**config.mk**
```make
export PLATFORM = sky130hd
export DESIGN_NAME = op_logic_shift
export DESIGN_NICKNAME = d
export VERILOG_FILES = /design/src/rtl/logic_pkg.sv /design/src/rtl/op_logic_shift_shifter.sv /design/src/rtl/op_logic_shift.sv
export SDC_FILE = /design/constraint.sdc
export NUM_CORES = 1
export LEC_CHECK = 0
export CORE_UTILIZATION = 45
export CTS_CLUSTER_DIAMETER = 100
export DETAILED_ROUTE_END_ITERATION = 6
export HOLD_SLACK_MARGIN = 0.12
export PLACE_DENSITY = 0.66
export SLEW_MARGIN = 15
export SYNTH_ARGS = -nofsm -noshare
export SYNTH_HDL_FRONTEND = slang
export SYNTH_HIERARCHICAL = 1
export SYNTH_SLANG_ARGS = --single-unit
```
**constraint.sdc**
```tcl
create_clock -name clk -period 7.1 [get_ports clk]
set_input_delay 1.775 -clock clk [delete_from_list [all_inputs] [get_ports clk]]
set_output_delay 1.775 -clock clk [all_outputs]
set_load 0.02 [all_outputs]
```
**src/rtl/logic_pkg.sv**
```systemverilog
// Shared encodings for the bitwise data-processing unit and its barrel shifter.
package logic_pkg;

  typedef enum logic [2:0] {
    LOGIC_AND = 3'd0,
    LOGIC_EOR = 3'd1,
    LOGIC_ORR = 3'd2,
    LOGIC_BIC = 3'd3,
    LOGIC_MOV = 3'd4,
    LOGIC_MVN = 3'd5
  } logic_op_e;

  typedef enum logic [1:0] {
    SH_LSL = 2'd0,
    SH_LSR = 2'd1,
    SH_ASR = 2'd2,
    SH_ROR = 2'd3
  } shift_type_e;

endpackage

```
**src/rtl/op_logic_shift_shifter.sv**
```systemverilog
// ARM-style barrel shifter: LSL/LSR/ASR/ROR/RRX with immediate or register amount.
module barrel_shifter
  import logic_pkg::*;
#(
  parameter int unsigned DATA_W  = 32,
  parameter int unsigned SHAMT_W = 8
) (
  input  logic [DATA_W-1:0]  rm,
  input  logic [1:0]         stype,
  input  logic               shamt_reg,
  input  logic [4:0]         imm_shift,
  input  logic [SHAMT_W-1:0] rs_amt,
  input  logic               c_in,
  output logic [DATA_W-1:0]  op2,
  output logic               c_out
);

  logic [31:0]              amt;
  logic [31:0]              rot_amt;
  logic [DATA_W:0]          ext_l;
  logic [DATA_W:0]          ext_r;
  logic signed [DATA_W:0]   ext_a;
  logic [DATA_W-1:0]        rot;

  // The extra bit beside each shifted value catches the last bit shifted out,
  // which is the carry for any amount up to and beyond DATA_W.
  always_comb begin
    amt = shamt_reg ? 32'(rs_amt) : 32'(imm_shift);
    if (!shamt_reg && amt == 32'd0 && (stype == SH_LSR || stype == SH_ASR))
      amt = DATA_W;
    rot_amt = amt % DATA_W;
    ext_l   = {1'b0, rm} << amt;
    ext_r   = {rm, 1'b0} >> amt;
    ext_a   = $signed({rm, 1'b0}) >>> amt;
    rot     = (rm >> rot_amt) | (rm << (DATA_W - rot_amt));
    op2     = rm;
    c_out   = c_in;
    if (amt != 32'd0) begin
      case (shift_type_e'(stype))
        SH_LSL: begin op2 = ext_l[DATA_W-1:0]; c_out = ext_l[DATA_W]; end
        SH_LSR: begin op2 = ext_r[DATA_W:1];   c_out = ext_r[0];      end
        SH_ASR: begin op2 = ext_a[DATA_W:1];   c_out = ext_a[0];      end
        SH_ROR: begin op2 = rot;               c_out = rot[DATA_W-1]; end
      endcase
    end else if (!shamt_reg && stype == SH_ROR) begin
      op2   = {c_in, rm[DATA_W-1:1]};
      c_out = rm[0];
    end
  end

endmodule

```
**src/rtl/op_logic_shift.sv**
```systemverilog
// Two-stage execute unit for bitwise ops on Rn and a shifted/immediate operand.
module op_logic_shift
  import logic_pkg::*;
#(
  parameter int unsigned DATA_W  = 32,
  parameter int unsigned IMM_W   = 12,
  parameter int unsigned SHAMT_W = 8
) (
  input  logic              clk,
  input  logic              rst,
  input  logic              in_valid,
  output logic              in_ready,
  input  logic [2:0]        in_op,
  input  logic              in_imm,
  input  logic              in_s,
  input  logic [DATA_W-1:0] in_rn,
  input  logic [DATA_W-1:0] in_rm,
  input  logic [IMM_W-1:0]  in_imm_operand,
  input  logic [1:0]        in_stype,
  input  logic              in_shamt_reg,
  input  logic [4:0]        in_imm_shift,
  input  logic [DATA_W-1:0] in_rs,
  input  logic              in_c,
  input  logic              in_z,
  input  logic              in_n,
  output logic              out_valid,
  input  logic              out_ready,
  output logic [DATA_W-1:0] out_rd,
  output logic              out_c,
  output logic              out_z,
  output logic              out_n,
  output logic              out_flags_we
);

  logic              s1_valid_q, s1_valid_d;
  logic [2:0]        s1_op_q, s1_op_d;
  logic              s1_s_q, s1_s_d;
  logic [DATA_W-1:0] s1_rn_q, s1_rn_d;
  logic [DATA_W-1:0] s1_op2_q, s1_op2_d;
  logic              s1_sc_q, s1_sc_d;
  logic [2:0]        s1_czn_q, s1_czn_d;

  logic              s2_valid_q, s2_valid_d;
  logic [DATA_W-1:0] s2_rd_q, s2_rd_d;
  logic              s2_c_q, s2_c_d;
  logic              s2_z_q, s2_z_d;
  logic              s2_n_q, s2_n_d;
  logic              s2_we_q, s2_we_d;

  logic              s2_can_load;
  logic [DATA_W-1:0] sh_op2;
  logic              sh_c;
  logic [DATA_W-1:0] rd_calc;

  barrel_shifter #(
    .DATA_W (DATA_W),
    .SHAMT_W(SHAMT_W)
  ) u_shifter (
    .rm       (in_rm),
    .stype    (in_stype),
    .shamt_reg(in_shamt_reg),
    .imm_shift(in_imm_shift),
    .rs_amt   (in_rs[SHAMT_W-1:0]),
    .c_in     (in_c),
    .op2      (sh_op2),
    .c_out    (sh_c)
  );

  assign s2_can_load = !s2_valid_q || out_ready;
  assign in_ready    = !s1_valid_q || s2_can_load;

  always_comb begin
    case (s1_op_q)
      LOGIC_AND: rd_calc = s1_rn_q & s1_op2_q;
      LOGIC_EOR: rd_calc = s1_rn_q ^ s1_op2_q;
      LOGIC_ORR: rd_calc = s1_rn_q | s1_op2_q;
      LOGIC_BIC: rd_calc = s1_rn_q & ~s1_op2_q;
      LOGIC_MVN: rd_calc = ~s1_op2_q;
      default:   rd_calc = s1_op2_q;
    endcase
  end

  always_comb begin
    s1_valid_d = in_ready ? in_valid : s1_valid_q;
    s1_op_d    = s1_op_q;
    s1_s_d     = s1_s_q;
    s1_rn_d    = s1_rn_q;
    s1_op2_d   = s1_op2_q;
    s1_sc_d    = s1_sc_q;
    s1_czn_d   = s1_czn_q;
    if (in_valid && in_ready) begin
      s1_op_d  = in_op;
      s1_s_d   = in_s;
      s1_rn_d  = in_rn;
      s1_op2_d = in_imm ? DATA_W'(in_imm_operand) : sh_op2;
      s1_sc_d  = in_imm ? in_c : sh_c;
      s1_czn_d = {in_c, in_z, in_n};
    end

    s2_valid_d = s2_can_load ? s1_valid_q : s2_valid_q;
    s2_rd_d    = s2_rd_q;
    s2_c_d     = s2_c_q;
    s2_z_d     = s2_z_q;
    s2_n_d     = s2_n_q;
    s2_we_d    = s2_we_q;
    if (s1_valid_q && s2_can_load) begin
      s2_rd_d = rd_calc;
      s2_we_d = s1_s_q;
      if (s1_s_q) begin
        s2_c_d = s1_sc_q;
        s2_z_d = (rd_calc == '0);
        s2_n_d = rd_calc[DATA_W-1];
      end else begin
        {s2_c_d, s2_z_d, s2_n_d} = s1_czn_q;
      end
    end
  end

  always_ff @(posedge clk) begin
    if (rst) begin
      s1_valid_q <= 1'b0;
      s1_op_q    <= '0;
      s1_s_q     <= 1'b0;
      s1_rn_q    <= '0;
      s1_op2_q   <= '0;
      s1_sc_q    <= 1'b0;
      s1_czn_q   <= '0;
      s2_valid_q <= 1'b0;
      s2_rd_q    <= '0;
      s2_c_q     <= 1'b0;
      s2_z_q     <= 1'b0;
      s2_n_q     <= 1'b0;
      s2_we_q    <= 1'b0;
    end else begin
      s1_valid_q <= s1_valid_d;
      s1_op_q    <= s1_op_d;
      s1_s_q     <= s1_s_d;
      s1_rn_q    <= s1_rn_d;
      s1_op2_q   <= s1_op2_d;
      s1_sc_q    <= s1_sc_d;
      s1_czn_q   <= s1_czn_d;
      s2_valid_q <= s2_valid_d;
      s2_rd_q    <= s2_rd_d;
      s2_c_q     <= s2_c_d;
      s2_z_q     <= s2_z_d;
      s2_n_q     <= s2_n_d;
      s2_we_q    <= s2_we_d;
    end
  end

  assign out_valid    = s2_valid_q;
  assign out_rd       = s2_rd_q;
  assign out_c        = s2_c_q;
  assign out_z        = s2_z_q;
  assign out_n        = s2_n_q;
  assign out_flags_we = s2_we_q;

endmodule
```
==> impl_metrics.yaml <==
worst_setup_path:
  cp-end-kind: "flop"
  cp_num_buf_inv: 4
  crit_fanout: 27
  worst_ep_arrival_time_ns: 6.42
  crit_family: "buffers and inverters"
  worstPathRequired_ns: 7.38
  cp_common_cell: "buf_4"
  path_cells: "clkdlybuf4s50_1, buf_4, mux2_4, inv_2, ha_1, xnor2_4, buf_4, mux4_2, or4_1, o221ai_1, nand3_1, a32oi_1, nand3b_1, a21oi_1"
  critical_path_class: "in2reg"
  crit_path_start_kind: "input pin"
  critical_path.slowest_cell: "xnor2_4"
  cpPeakStageDelay_ns: 0.84
synth:
  ys_seq_area_share_pct: 13.8
  netlist_area_um2: 16000
  ys_top_cells_by_area: "mux2i_1 16%, dfxtp_1 14%, nand2_1 7.5%"
  yosys.area.top_type: "mux2i_1"
  synth_top_flop_cell: "dfxtp_1"
  post-synth-top-count-cell: "nand2_1"
  syn_inst: 2261
  synth_nets: 2426
  avgSynthCellArea_um2: 7.07
  async_flop_share_pct: 0
  synth_common_cells: "321 x nand2_1, 249 x mux2i_1, 173 x nor2_1"
  synth_top_area_share_pct: 15.6
  ys_types: 92
  synth-edff-count: 0
  synth-seq-cells: 110
  yosysWarnings: 6
finish:
  fillers: 3431
  drive_above_1_share_pct: 9.00
  fin_nets: 2438
  area_growth_pct: 12.5
  instances_no_fill: 2734
timing:
  finalMaxSlewViolations: 0
  fin_setup_tns_ns: 0
  min_period_ns: 6.14
  rsz0062_at_grt: "false"
  skew_ns: 0.00743
  finalHoldViolations: 0
  fin_crit_sh_pct: 86.5
  tightest_slew_ns: 1.17
  report.final.setup_viol: 0
  slew-limit-headroom_pct: 21.7
  max_freq_mhz: 163
routing:
  post_drt_wl_per_cell_um: 31.1
  firstDrtPassIters: 6
  vias: 19808
  drc: 0
  routed_wl_um: 85100
  drtIter0Drc: 3015
  ant_nets: 0
  avgViaCountPerCell: 7.25
grt:
  grt_pass1_wl_um: 122000
  grt-ovfl-total: 0
  grt_max_degree: 112
  antenna_found_initial: 3
  grt_pass1_vias: 18264
  grt_usage_pct: 45.7
clock_tree:
  clock_sinks: 110
  holdBufCountCts: 0
  clock-root-buffer: "clkbuf_16"
  htree_levels: 3
  numCtsBuffers: 9
  clockBufferDepth: 2
  cts_resized: 0
  cts_tree: "done"
  insertion_delay_ns: 0.36
  cts.clk_slew.worst_paths_ns: 0.07
  post_cts_buffers: 0
floorplan:
  initial_core_util_pct: 46.1
  die_w_um: 191
  core-area_um2: 34700
  std_cell_rows: 68
  io_pins: 166
  die_y_um: 191
  dieArea_um2: 36300
job:
  cap_viol_max_count: 0
pwr:
  pwr-share-seq_pct: 24.2
  switching_power_uw: 1330
  p_int_uw: 1510
  p_total_uw: 2840
  sw_frac_of_total_pct: 46.7
  ir_drop_v: 0.000135
  share_comb_of_total_power_pct: 57.5
  p_leak_uw: 0.00693
  pwr-share-clk_pct: 18.3
  p_per_area_nw_per_um2: 158
placed_design:
  hpwl_um: 62300
  globalplace.congestion: 1.09
  dp.cells: 2717
  io_buffers: 141
min_path:
  hold_path_class: "reg2reg"
outcome:
  status: "finished, final reports clean"
==> final timing paths <==
check	startpoint	end	slack (ns)	depth (start not counted)
setup / recovery	in_rs[0]	s1_op2_q[28]	0.96	14
hold / removal	s1_op2_q[20]	s1_op2_q[20]	0.46	2
setup reg to reg	s1_op_q[1]	out_z	3.80	8
hold reg to reg	s1_op2_q[20]	s1_op2_q[20]	0.46	2
==> layer usage <==
| layer | wire, um | up-vias | track usage (%) |
|---|---|---|---|
| met4 | 5100 | 2 | 23.0 |
| met5 | 11 | - | 0.412 |
| met2 | 33800 | 1552 | 64.2 |
| met1 | 34700 | 9462 | 62.3 |
| li1 | - | 8461 | - |
| met3 | 11500 | 331 | 14.2 |
==> worst register-to-register path, delay by kind of cell (launching register included) <==
family                 cells  cell delay (ns)
AND/OR/NAND/NOR            3             1.21
AO/OA/AOI/OAI              3             1.10
buffers and inverters      1             0.48
flip-flops                 1             0.33
multiplexers               1             0.13
==> cell type report <==
| cell class | count | area (um^2) | area share, % |
|---|---|---|---|
| Sequential cell | 110 | 2200 | 12.3 |
| Timing Repair Buffer | 236 | 2140 | 11.9 |
| Multi-Input combinational cell | 1837 | 12500 | 69.3 |
| Clock inverter | 3 | 43.8 | 0.243 |
| Clock buffer | 12 | 256 | 1.43 |
| Antenna cell | 2 | 5.00 | 0.0278 |
| Tap cell | 455 | 569 | 3.16 |
| Inverter | 79 | 297 | 1.65 |
==> power by group through the flow <==
stage / sequential [uW] / combinational, uW / clock, uW
floorplan: 705 / 957 / 0
global placement: 697 / 1520 / 0
detailed placement: 699 / 1530 / 0
CTS: 685 / 1540 / 524
global route: 690 / 1680 / 552
finish: 686 / 1630 / 520
==> layout by cell type, fill, tap and decap left out, types with 22 or more instances in the layout <==
| cell type | instances |
|---|---|
| mux2i_1 | 246 |
| o211ai_1 | 30 |
| nand3_1 | 65 |
| buf_4 | 94 |
| a21oi_1 | 167 |
| mux2_2 | 27 |
| o21ai_0 | 123 |
| nor3_1 | 39 |
| ha_1 | 37 |
| nor2_1 | 172 |
| a31oi_1 | 43 |
| mux4_2 | 29 |
| dfxtp_1 | 108 |
| inv_1 | 75 |
| nand2_1 | 320 |
| a211oi_1 | 66 |
| a22oi_1 | 28 |
| clkdlybuf4s50_1 | 139 |
| o22ai_1 | 41 |
| nand2b_1 | 22 |
| nand3b_1 | 30 |
==> state kept, by name, summed over array words and instances, names as in the netlist, 3 cells and up <==
register  count
s1_op2_q     32
s1_op_q       3
s1_czn_q      3
s1_rn_q      32
out_rd       32
==> per-stage QoR <==
step                setup slack [ns]  util [%]  area (um^2)  hold WS, ns
finish                         0.956      51.8        18000        0.457
global route                   0.889      51.8        18000        0.481
CTS                             1.12      51.8        18000        0.456
detailed placement             0.761      50.9        17700        0.447
global placement               0.849      50.9        17700        0.444
floorplan                       1.45         -        16000        0.432
==> cells by family (layout without fill, tap and decap cells) <==
| family | after synthesis | count (layout) | synth area share (%) |
|---|---|---|---|
| adder cells (fa/ha/maj) | 37 | 37 | 2.89 |
| flip-flops | 110 | 110 | 13.8 |
| AO/OA/AOI/OAI | 707 | 707 | 29.6 |
| buffers and inverters | 314 | 330 | 8.65 |
| other | 0 | 2 | 0 |
| AND/OR/NAND/NOR | 777 | 777 | 22.6 |
| multiplexers | 308 | 308 | 21.9 |
| XOR/XNOR | 8 | 8 | 0.556 |
(Power assumes the default switching activity.)
